File: src/rtl/keypad_scan_pkg.sv
// Shared definitions for the 4x4 hex keypad scanner.
// Holds the column reset pattern, frame classification codes and keymap.
// Combinational helpers only; no state lives here.
package keypad_scan_pkg;

    // Result of looking at one complete 16-bit scan frame.
    typedef enum logic [1:0] {
        CLS_NONE   = 2'd0,
        CLS_SINGLE = 2'd1,
        CLS_MULTI  = 2'd2
    } frame_cls_e;

    // Debounce candidate: either "no key" or one key position (r*4+c).
    // pos is forced to 0 for "no key" so whole-struct equality is meaningful.
    typedef struct packed {
        logic       single;
        logic [3:0] pos;
    } cand_t;

    typedef struct packed {
        frame_cls_e cls;
        logic [3:0] pos;
    } frame_info_t;

    // Column 0 strobed (active-low) straight out of reset.
    localparam logic [3:0] COL_RST   = 4'b1110;
    localparam cand_t      CAND_NONE = '{single: 1'b0, pos: 4'd0};

    // Key position r*4+c to the hex legend printed on the keypad.
    function automatic logic [3:0] keymap(input logic [3:0] pos);
        logic [3:0] code;
        case (pos)
            4'd0:    code = 4'h1;
            4'd1:    code = 4'h2;
            4'd2:    code = 4'h3;
            4'd3:    code = 4'hA;
            4'd4:    code = 4'h4;
            4'd5:    code = 4'h5;
            4'd6:    code = 4'h6;
            4'd7:    code = 4'hB;
            4'd8:    code = 4'h7;
            4'd9:    code = 4'h8;
            4'd10:   code = 4'h9;
            4'd11:   code = 4'hC;
            4'd12:   code = 4'h0;
            4'd13:   code = 4'hF;
            4'd14:   code = 4'hE;
            default: code = 4'hD;
        endcase
        return code;
    endfunction

    // Counts set bits and reports the position of the (only) set bit when
    // there is exactly one; for MULTI the position is meaningless.
    function automatic frame_info_t classify_frame(input logic [15:0] snap);
        frame_info_t info;
        logic [4:0]  n;
        n        = 5'd0;
        info.pos = 4'd0;
        for (int i = 0; i < 16; i++) begin
            if (snap[i]) begin
                n        = n + 5'd1;
                info.pos = 4'(i);
            end
        end
        if (n == 5'd0) begin
            info.cls = CLS_NONE;
        end else if (n == 5'd1) begin
            info.cls = CLS_SINGLE;
        end else begin
            info.cls = CLS_MULTI;
        end
        return info;
    endfunction

endpackage

File: src/rtl/keypad_scan_sync2.sv
// Two-flop synchronizer for a W-bit bus of independent asynchronous levels.
// Latency: 2 clk cycles. No backpressure; samples every cycle.
// Ports: clk, rst_n (sync, active-low), d (async in), q (synchronized out).
module keypad_scan_sync2 #(
    parameter int             W       = 1,
    parameter logic [W-1:0]   RST_VAL = '0
) (
    input  logic         clk,
    input  logic         rst_n,
    input  logic [W-1:0] d,
    output logic [W-1:0] q
);

    logic [W-1:0] meta;

    always_ff @(posedge clk) begin
        if (!rst_n) begin
            meta <= RST_VAL;
            q    <= RST_VAL;
        end else begin
            meta <= d;
            q    <= meta;
        end
    end

endmodule

File: src/rtl/keypad_scan.sv
// Pmod KYPD scanner: strobes columns, debounces whole frames, decodes one hex key.
// Latency: key_valid one cycle after the D-th identical single-key frame ends.
// Backpressure: one-entry valid/ack holder; a press arriving while full sets overrun.
// Ports: clk, rst_n (sync, active-low), row[3:0] (async, active-low),
//        col[3:0] (one-hot-low strobe), key/key_valid/key_ack (press holder),
//        pressed (debounced level), overrun/overrun_clr (sticky drop flag).
module keypad_scan
    import keypad_scan_pkg::*;
#(
    parameter int N = 14,   // column slot is 2**N cycles, N >= 2
    parameter int D = 4     // identical frames to accept a change, 1..15
) (
    input  logic       clk,
    input  logic       rst_n,
    input  logic [3:0] row,
    output logic [3:0] col,
    output logic [3:0] key,
    output logic       key_valid,
    input  logic       key_ack,
    output logic       pressed,
    output logic       overrun,
    input  logic       overrun_clr
);

    localparam logic [3:0] D_SAT = 4'(D);

    // ------------------------------------------------------------------
    // Row synchronizer: idle rows read as released (all ones).
    // ------------------------------------------------------------------
    logic [3:0] row_s;

    keypad_scan_sync2 #(
        .W       (4),
        .RST_VAL (4'hF)
    ) u_row_sync (
        .clk   (clk),
        .rst_n (rst_n),
        .d     (row),
        .q     (row_s)
    );

    // ------------------------------------------------------------------
    // Column scan. Rows are sampled on the last cycle of each slot, which
    // leaves 2**N-1 cycles for the keypad lines and synchronizer to settle.
    // ------------------------------------------------------------------
    logic [N-1:0] slot_cnt;
    logic [1:0]   col_idx;
    logic [3:0]   col_q;
    logic [15:0]  snap;
    logic [15:0]  snap_nxt;
    logic         frame_done;
    logic         slot_end;

    assign slot_end = &slot_cnt;
    assign col      = col_q;

    // Only the four bits belonging to the current column are rewritten, so
    // the snapshot is complete and fresh once column 3 has been sampled.
    always_comb begin
        snap_nxt = snap;
        if (slot_end) begin
            for (int r = 0; r < 4; r++) begin
                for (int c = 0; c < 4; c++) begin
                    if (2'(c) == col_idx) begin
                        snap_nxt[r*4+c] = ~row_s[r];
                    end
                end
            end
        end
    end

    always_ff @(posedge clk) begin
        if (!rst_n) begin
            slot_cnt   <= '0;
            col_idx    <= 2'd0;
            col_q      <= COL_RST;
            snap       <= 16'h0000;
            frame_done <= 1'b0;
        end else begin
            slot_cnt   <= slot_cnt + 1'b1;
            snap       <= snap_nxt;
            frame_done <= slot_end && (col_idx == 2'd3);
            if (slot_end) begin
                col_idx <= col_idx + 2'd1;
                col_q   <= {col_q[2:0], col_q[3]};
            end
        end
    end

    // ------------------------------------------------------------------
    // Frame debounce. MULTI frames are invisible to the stability logic so
    // a brief second finger neither resets nor advances the count.
    // ------------------------------------------------------------------
    frame_info_t fi;
    cand_t       cand;
    cand_t       last_cand;
    cand_t       deb;
    logic [3:0]  stab;
    logic [3:0]  stab_nxt;
    logic        same;
    logic        upd;
    logic        commit;
    logic        press_ev;
    logic        drop;

    always_comb begin
        fi          = classify_frame(snap);
        cand        = CAND_NONE;
        if (fi.cls == CLS_SINGLE) begin
            cand.single = 1'b1;
            cand.pos    = fi.pos;
        end
        same     = (cand == last_cand);
        stab_nxt = 4'd1;
        if (same) begin
            stab_nxt = (stab >= D_SAT) ? D_SAT : stab + 4'd1;
        end
        upd      = frame_done && (fi.cls != CLS_MULTI);
        commit   = upd && (stab_nxt == D_SAT) && (cand != deb);
        // Only a NONE -> SINGLE transition is a keypress; sliding from one
        // key to another without a release does not generate rollover.
        press_ev = commit && cand.single && !deb.single;
        drop     = press_ev && key_valid && !key_ack;
    end

    always_ff @(posedge clk) begin
        if (!rst_n) begin
            stab      <= 4'd0;
            last_cand <= CAND_NONE;
            deb       <= CAND_NONE;
        end else begin
            if (upd) begin
                stab <= stab_nxt;
                if (!same) begin
                    last_cand <= cand;
                end
            end
            if (commit) begin
                deb <= cand;
            end
        end
    end

    assign pressed = deb.single;

    // ------------------------------------------------------------------
    // One-entry key holder. An ack in the same cycle as a press frees the
    // slot, so the new key is taken rather than dropped.
    // ------------------------------------------------------------------
    always_ff @(posedge clk) begin
        if (!rst_n) begin
            key       <= 4'h0;
            key_valid <= 1'b0;
            overrun   <= 1'b0;
        end else begin
            if (press_ev) begin
                if (!key_valid || key_ack) begin
                    key       <= keymap(cand.pos);
                    key_valid <= 1'b1;
                end
            end else if (key_ack) begin
                key_valid <= 1'b0;
            end

            // A fresh drop beats a simultaneous clear.
            if (drop) begin
                overrun <= 1'b1;
            end else if (overrun_clr) begin
                overrun <= 1'b0;
            end
        end
    end

endmodule

File: config.mk
export PLATFORM = sky130hd
export DESIGN_NAME = keypad_scan
export DESIGN_NICKNAME = d
export VERILOG_FILES = /design/src/rtl/keypad_scan_pkg.sv /design/src/rtl/keypad_scan_sync2.sv /design/src/rtl/keypad_scan.sv
export SDC_FILE = /design/constraint.sdc
export NUM_CORES = 1
export LEC_CHECK = 0
export ABC_AREA = 1
export CAP_MARGIN = 20
export CORE_MARGIN = 10
export CORE_UTILIZATION = 50
export DETAILED_ROUTE_END_ITERATION = 16
export PLACE_DENSITY_LB_ADDON = 0.2
export SLEW_MARGIN = 20
export SYNTH_ARGS = -nofsm -noshare
export SYNTH_HDL_FRONTEND = slang
export SYNTH_SLANG_ARGS = --single-unit
File: constraint.sdc
create_clock -name clk -period 9.3 [get_ports clk]
set_input_delay 1.86 -clock clk [delete_from_list [all_inputs] [get_ports clk]]
set_output_delay 1.86 -clock clk [all_outputs]
set_load 0.02 [all_outputs]
==> flow_summary.json, run 1 <==
{
  "die_w_um": 118,
  "cp.arrival_ps": 9040,
  "cts.sinks": 65,
  "leakage_nw": 2.95,
  "synth-compound-area-share_pct": 11.6,
  "hpwl_um": 7640,
  "ir_drop_mv": 0.165,
  "critPathKind": "reg -> reg",
  "tightest_slew_ps": 830,
  "grt_pass1_vias": 4192,
  "seq_area_frac_synth_pct": 27.2,
  "synth_top_area_share_pct": 27.2,
  "clk_latency_ps": 340,
  "tritoncts": "done",
  "ys_types": 42,
  "setup_ws_ps": 503,
  "synthCells": 737,
  "antenna-diode-count": 0,
  "fin_crit_sh_pct": 94.6,
  "worstHoldStart": "u_row_sync.meta[1]",
  "grt_start_max_net_pins": 47,
  "start_kind": "register",
  "cts_buffers": 9,
  "htreeDepth": 3,
  "clkTransAtPathRegs_ps": 70,
  "globalRouteTotalUtil_pct": 14.0,
  "layout_commonest_cell": "nand2_1",
  "final_cell_mix": "nand2_1, inv_1, nor2_1",
  "die_h_um": 118,
  "layout_min_cycle_time_ps": 8800,
  "area_growth_syn_to_layout_pct": 13.9,
  "nNetsFinal": 802,
  "muxShareOfSynthArea_pct": 0,
  "synth_top_family_by_area": "simple AND/OR/NAND/NOR gates",
  "maxSlewHeadroom_pct": 44.1,
  "die_area_sq_mm": 0.0139,
  "cts_root_buffer": "clkbuf_8",
  "core_sq_mm": 0.00928,
  "max_stage_delay_ps": 330,
  "cts_hold_buf": 0,
  "skew_ps": 4.94,
  "drtAntennaViolNets": 0,
  "antenna_found_initial": 0,
  "finalNonFillerCells": 902,
  "start_util_pct": 51.5,
  "rows": 35,
  "path_common_cell": "nand2_2",
  "dpl.cell_count": 874,
  "p_per_area_mw_per_mm2": 102,
  "yosys.area.top_type": "dfxtp_1",
  "synth-adder-area-share_pct": 6.29,
  "ioPinCount": 19,
  "slowest_stage": "dfxtp_2",
  "drv_cap": 0,
  "worstHoldPathType": "reg -> reg",
  "yosysWarningCount": 0,
  "synth_xor_area_share_pct": 0.183,
  "startpoint": "snap[0]",
  "synthSimpleGateAreaFrac_pct": 41.7,
  "drv_slew": 0,
  "tns_ps": 0,
  "wl_um": 10100,
  "syn_area_sq_mm": 0.00478,
  "viasPerCell": 4.99,
  "fin_util_pct": 58.6,
  "synth_nets": 769,
  "grt_pass1_wl_um": 17100,
  "critPathCaptureType": "register",
  "drc": 0,
  "gp_congestion": 0.844,
  "hold_viol": 0,
  "pre_cts_ws_ps": 110,
  "crit_fanout": 6,
  "r2r_start": "snap[0]",
  "cp_data_required_time_ps": 9540,
  "drt_iter0_drc": 231,
  "synth_seq_cells": 65,
  "port_buffers": 18,
  "synth_area_leaders": "dfxtp_1, nand2_1, inv_1",
  "power_mw": 0.556,
  "avgSynthCellArea_sq_um": 6.48,
  "vias": 4498,
  "clk_path_buf_depth": 2,
  "drive_gt1_share_pct": 17.6,
  "max_freq_ghz": 0.114,
  "wl_per_cell_um": 11.2,
  "outcome": "completed",
  "drtPass1Iterations": 5,
  "gr-total-overflow": 0,
  "setup_violations": 0
}
==> cell families after synthesis <==
kind of cell | after synthesis
DFF | 65
buffers and inverters | 150
xor gates and xnor gates | 1
and+or+nand+nor | 397
adders and majority gates | 24
AOI/OAI and AO/OA | 100
==> final timing paths <==
check	to	slack [ps]	cells after the start
worst max-delay path	deb[2]	500	59
worst max register to register	deb[2]	500	59
worst min register to register	u_row_sync.q[1]	420	1
worst min-delay path	u_row_sync.q[1]	420	1
==> report_power, final <==
part           internal, mW  switching [mW]  leakage (nW)  total [mW]
clock network         0.162          0.0994         0.111       0.261
logic               0.00552         0.00641          2.31      0.0119
registers             0.281         0.00161         0.527       0.283
==> flip-flops by register name (all words and copies together), names as in the netlist <==
| register | flops |
|---|---|
| snap | 16 |
| u_row_sync.meta | 4 |
| last_cand | 5 |
| key | 4 |
| overrun | 1 |
| key_valid | 1 |
| pressed | 1 |
| deb | 4 |
| col_idx | 2 |
| u_row_sync.q | 4 |
| slot_cnt | 14 |
| col | 4 |
| stab | 4 |
| frame_done | 1 |
==> repair_timing <==
action	CTS	global route
resized for setup	0	25
setup endpoints to repair	0	19
buffers inserted	0	12
endpoints found under the hold margin	0	0
==> cell type report <==
| type | count | area, sq um |
|---|---|---|
| fill | 906 | 3840 |
| clock buffer | 11 | 151 |
| tap | 129 | 161 |
| timing repair buffer | 31 | 303 |
| inverter | 139 | 527 |
| sequential | 65 | 1300 |
| multi-input combinational | 523 | 2930 |
| clock inverter | 3 | 65.1 |
| timing repair inverter | 1 | 5.00 |
==> metrics by stage <==
| step | instance area, sq um | hold slack [ps] |
|---|---|---|
| after detailed placement | 5020 | 405 |
| after floorplan | 4780 | 393 |
| final | 5440 | 415 |
| after global routing | 5440 | 427 |
| after global placement | 5020 | 399 |
| after CTS | 5240 | 420 |
==> critical path: cells and delay by family, from the launching register on <==
family	cells	cell delay, ps
AO/OA/AOI/OAI	4	510
AND/OR/NAND/NOR	33	3300
flip-flops	1	330
buffers and inverters	8	720
adder cells (fa/ha/maj)	14	3820
==> synth_stat cells <==
library cell	count
o21bai_1	1
a211oi_1	5
o211ai_1	2
nand2_4	3
nand4_4	2
inv_1	131
or2_2	10
nor2_4	2
nor2_8	1
nand2_8	1
buf_12	2
a31oi_1	5
o221ai_1	1
nor4_1	2
inv_2	8
o21ai_0	41
buf_6	3
nand4_1	14
buf_4	1
nor2_1	64
a21boi_0	4
nand2_1	180
nor3_2	1
nand2_2	39
nand3_4	4
ha_1	24
o21ai_2	2
xor2_1	1
clkbuf_2	1
nand3b_1	6
nand3_2	10
clkbuf_1	4
o22ai_1	1
nand4_2	1
dfxtp_1	65
nor2_2	2
nor3_1	6
o311ai_0	1
nor3b_1	1
a21oi_1	37
nand3_1	47
or2_1	1
==> layer usage <==
metal,track usage (%),part of all wire [%],wire [um]
met4,5.56,1.6,159
met3,2.54,3.1,312
met5,0,0,0
met1,16.4,49,4970
met2,24.6,46,4620
Power figures use the tool's default switching activity.
==> run 2: changes to the inputs <==
Settings changed: SYNTH_HIERARCHICAL set to 1.
==> flow_summary.json, run 2 <==
{
  "worstHoldPathType": "reg -> reg",
  "max_stage_delay_ps": 340,
  "skew_ps": 6.84,
  "rrSetupSlack_ps": 680,
  "fin_crit_sh_pct": 92.7,
  "pre_cts_ws_ps": 311,
  "start_kind": "register",
  "clk_path_buf_depth": 2,
  "synth_seq_cells": 65,
  "core_sq_mm": 0.00928,
  "crit_fanout": 8,
  "cts.sinks": 65,
  "dpl.cell_count": 882,
  "cts_root_buffer": "clkbuf_8",
  "regMostFlops": "snap",
  "critPathKind": "reg -> reg",
  "seq_area_frac_synth_pct": 27.2,
  "leakage_nw": 2.86,
  "cp.arrival_ps": 8900,
  "reg.largest.list": "snap (16), slot_cnt (14), last_cand (5)",
  "tritoncts": "done",
  "die_area_sq_mm": 0.0139,
  "hold_viol": 0,
  "maxSlewHeadroom_pct": 42.5,
  "synth_area_leaders": "dfxtp_1, nand2_1, inv_1",
  "drv_cap": 0,
  "antenna_found_initial": 0,
  "viasPerCell": 4.89,
  "layout_commonest_cell": "nand2_1",
  "slowest_stage": "dfxtp_2",
  "setup_ws_ps": 676,
  "muxShareOfSynthArea_pct": 0,
  "synthCells": 745,
  "ioPinCount": 19,
  "grt_pass1_wl_um": 17100,
  "globalRouteTotalUtil_pct": 13.8,
  "yosysWarningCount": 6,
  "p_per_area_mw_per_mm2": 92.2,
  "rows": 35,
  "synth_nets": 777,
  "synthSimpleGateAreaFrac_pct": 41.8,
  "yosys.area.top_type": "dfxtp_1",
  "synth.most_common_cell": "nand2_1",
  "critPathCaptureType": "register",
  "drtPass1Iterations": 4,
  "antenna-diode-count": 0,
  "clkTransAtPathRegs_ps": 70,
  "yosys_most_used_dff": "dfxtp_1",
  "clk_latency_ps": 340,
  "grt_pass1_vias": 4051,
  "cp_data_required_time_ps": 9570,
  "wl_um": 9640,
  "drt_iter0_drc": 193,
  "grt_start_max_net_pins": 30,
  "outcome": "completed",
  "hold_slack_ps": 406,
  "drtAntennaViolNets": 0,
  "tns_ps": 0,
  "largest_register_ffs": 16,
  "gr-total-overflow": 0,
  "synth_top_family_by_area": "simple AND/OR/NAND/NOR gates",
  "synth-compound-area-share_pct": 11.7,
  "die_h_um": 118,
  "fin_util_pct": 57.8,
  "ir_drop_mv": 0.101,
  "place_area_sq_mm": 0.00507,
  "drive_gt1_share_pct": 17.2,
  "hpwl_um": 7440,
  "avgSynthCellArea_sq_um": 6.42,
  "nNetsFinal": 802,
  "drv_slew": 0,
  "start_util_pct": 51.5,
  "port_buffers": 18,
  "gp_congestion": 0.893,
  "ys_types": 46,
  "vias": 4413,
  "synth_edf_count": 0,
  "fin_area_sq_mm": 0.00537,
  "wl_per_cell_um": 10.7,
  "syn_area_sq_mm": 0.00478,
  "synth-async-reset-ratio_pct": 0,
  "tightest_slew_ps": 853,
  "finalNonFillerCells": 903,
  "synth_top_area_share_pct": 27.2,
  "power_mw": 0.495,
  "layout_min_cycle_time_ps": 8620,
  "synthTopCellsByCount": "nand2_1, inv_1, dfxtp_1, nor2_1, nand2_2",
  "synth-adder-area-share_pct": 6.28,
  "area_growth_syn_to_layout_pct": 12.2,
  "die_w_um": 118,
  "htreeDepth": 3,
  "cts_buffers": 9,
  "max_freq_ghz": 0.116,
  "drc": 0,
  "synth_xor_area_share_pct": 0.183,
  "path_common_cell": "nand2_2",
  "setup_violations": 0,
  "final_cell_mix": "nand2_1, inv_1, nor2_1"
}
==> run 2: path summary, 6_finish.rpt <==
path,from,endpoint,depth (start not counted)
min,u_row_sync/meta[1],u_row_sync/q[1],2
max reg2reg,snap[0],key[1],60
max,snap[0],key[1],60
min reg2reg,u_row_sync/meta[1],u_row_sync/q[1],2
==> run 2: logic make-up after synthesis <==
logic type | count (synthesis)
XOR/XNOR | 1
flip-flops | 65
buffers and inverters | 157
adder cells (fa/ha/maj) | 24
AND/OR/NAND/NOR | 395
AO/OA/AOI/OAI | 103
==> run 2: cell type report <==
| class | count | area (sq um) |
|---|---|---|
| clock buffers | 10 | 128 |
| well taps | 129 | 161 |
| flip-flops and latches | 65 | 1300 |
| clock inverters | 5 | 33.8 |
| inverters | 146 | 548 |
| multi-input cells | 523 | 2920 |
| repair buffers | 25 | 275 |
| fillers | 904 | 3910 |
==> run 2: what timing repair did <==
| item | 4_1_cts | 5_1_grt |
|---|---|---|
| gates resized for setup | 0 | 15 |
| buffers inserted | 0 | 5 |
| endpoints found under the setup margin | 0 | 19 |
| hold buffers | 0 | 0 |
==> run 2: layer usage <==
layer	track usage [%]	share of wire (%)	up-vias
met5	0	0	-
met4	3.01	0.87	0
met3	2.97	2.9	10
met2	23.2	46	47
met1	17.7	50	1967
li1	-	-	2389
==> run 2: where the power goes <==
| group | switching, mW | internal (mW) | total, mW |
|---|---|---|---|
| Sequential | 0.00160 | 0.281 | 0.283 |
| Combinational | 0.00692 | 0.00524 | 0.0122 |
| Clock | 0.106 | 0.0946 | 0.200 |
==> run 2: worst max-delay path, delay by kind of cell, from the launching register on <==
family / cells / cell delay [ps]
flops: 1 / 340
xor+xnor: 1 / 160
buf+inv: 6 / 440
fa+ha+maj: 14 / 3700
compound gates: 1 / 80
simple gates: 38 / 3860
==> run 3: changes to the inputs <==
Settings changed: CORE_UTILIZATION 50 to 30.
==> flow_summary.json, run 3 (synthesis gave the netlist of run 2 again) <==
{
  "outcome": "completed",
  "maxSlewHeadroom_pct": 40.1,
  "tns_ps": 0,
  "worstHoldStart": "u_row_sync/meta[0]",
  "critPathKind": "reg -> reg",
  "tritoncts": "done",
  "critPathCaptureType": "register",
  "drtAntennaViolNets": 0,
  "hold_viol": 0,
  "port_buffers": 18,
  "worstRegToRegCells": 62,
  "rows": 46,
  "cts_root_buffer": "clkbuf_16",
  "clk_path_buf_depth": 2,
  "grt_pass1_vias": 4054,
  "max_stage_delay_ps": 330,
  "start_util_pct": 30.3,
  "grt_pass1_wl_um": 18300,
  "gp_congestion": 0.817,
  "die_w_um": 146,
  "ioPinCount": 19,
  "die_area_sq_mm": 0.0214,
  "clk_latency_ps": 320,
  "ir_drop_mv": 0.0972,
  "drtPass1Iterations": 6,
  "start_kind": "register",
  "slowest_stage": "dfxtp_2",
  "crit_family": "simple AND/OR/NAND/NOR gates",
  "hpwl_um": 7810,
  "wl_per_cell_um": 10.5,
  "crit_fanout": 8,
  "path_common_cell": "nand2_2",
  "p_per_area_mw_per_mm2": 118,
  "cts_hold_buf": 0,
  "drc": 0,
  "hold_depth": 2,
  "tightest_slew_ps": 889,
  "worstHoldPathType": "reg -> reg",
  "power_mw": 0.672,
  "vias": 4353,
  "drv_slew": 0,
  "htreeDepth": 3,
  "place_area_sq_mm": 0.00518,
  "leakage_nw": 2.97,
  "layout_min_cycle_time_ps": 8540,
  "grt_start_max_net_pins": 54,
  "regMostFlops": "snap",
  "antenna_found_initial": 0,
  "r2r_start": "snap[0]",
  "drv_cap": 0,
  "drt_iter0_drc": 172,
  "antenna-diode-count": 0,
  "worst-path-stages": 62,
  "max_freq_ghz": 0.117,
  "skew_ps": 6.25,
  "startpoint": "snap[0]",
  "clkTransAtPathRegs_ps": 50,
  "fin_util_pct": 36.2,
  "gr-total-overflow": 0,
  "fin_area_sq_mm": 0.00572,
  "drive_gt1_share_pct": 19.1,
  "core_sq_mm": 0.0158,
  "cp.arrival_ps": 8800,
  "cp_data_required_time_ps": 9560,
  "cts_buffers": 9,
  "reg.largest.list": "snap (16), slot_cnt (14), last_cand (5)",
  "largest_register_ffs": 16,
  "globalRouteTotalUtil_pct": 9.82,
  "area_growth_syn_to_layout_pct": 19.5,
  "wl_um": 10400,
  "die_h_um": 146,
  "layout_commonest_cell": "nand2_1",
  "critical_path_buf_inv_count": 8,
  "nNetsFinal": 809,
  "final_cell_mix": "nand2_1, inv_1, nand2_2",
  "fin_crit_sh_pct": 91.8,
  "cts.sinks": 65,
  "viasPerCell": 4.36,
  "setup_violations": 0
}
[run 3: changes by cell type in the layout (fill, tap and decap cells not counted), moves of 3 or more]
cell and change:
clkbuf_16 +8, buf_4 +6, nand2_1 -6, buf_6 +3
nand2_2 +5, clkbuf_8 -6
[run 3: power breakdown]
part / switching [mW] / internal [mW]
combinational: 0.00722 / 0.00525
clock: 0.120 / 0.256
sequential: 0.00163 / 0.281
[run 3: metrics by stage]
stage                     cells  hold WS, ps  setup WS, ps
final                       998          397           758
after global routing        998          424         -44.5
after CTS                   985          400           346
after detailed placement    969          387           373
after global placement      969          385           479
after floorplan             745          380          1120
[run 3: routing by layer]
layer  share of wire (%)  global-route usage [%]  up-vias
li1                    -                       -     2409
met4                0.89                    2.40        0
met1                  53                    13.4     1890
met2                  43                    15.4       48
met3                 3.0                    1.98        6
met5                   0                       0        -
[run 3: layout make-up]
cell class              instances  area, sq um
well taps                     216          270
fillers                      1723        10100
multi-input cells             524         2960
repair buffers                 31          289
flip-flops and latches         65         1300
clock buffers                  12          267
inverters                     146          548
clock inverters                 4         73.8
[run 3: worst reg2reg max path, delay by kind of cell (launching register included)]
kind,cells,cell delay (ps)
simple gates,38,3700
fa+ha+maj,14,3680
buf+inv,8,600
flops,1,330
compound gates,2,150
[run 3: path summary, 6_finish.rpt]
| kind | end | slack (ps) |
|---|---|---|
| max reg2reg | key[3] | 760 |
| min reg2reg | u_row_sync/q[0] | 400 |
| min | u_row_sync/q[0] | 400 |
| max | key[3] | 760 |
[run 3: repair_timing]
item                       4_1_cts  5_1_grt
hold endpoints to repair         0        0
gates resized for setup          0       25
setup endpoints to repair        0       19
setup buffers                    0       12
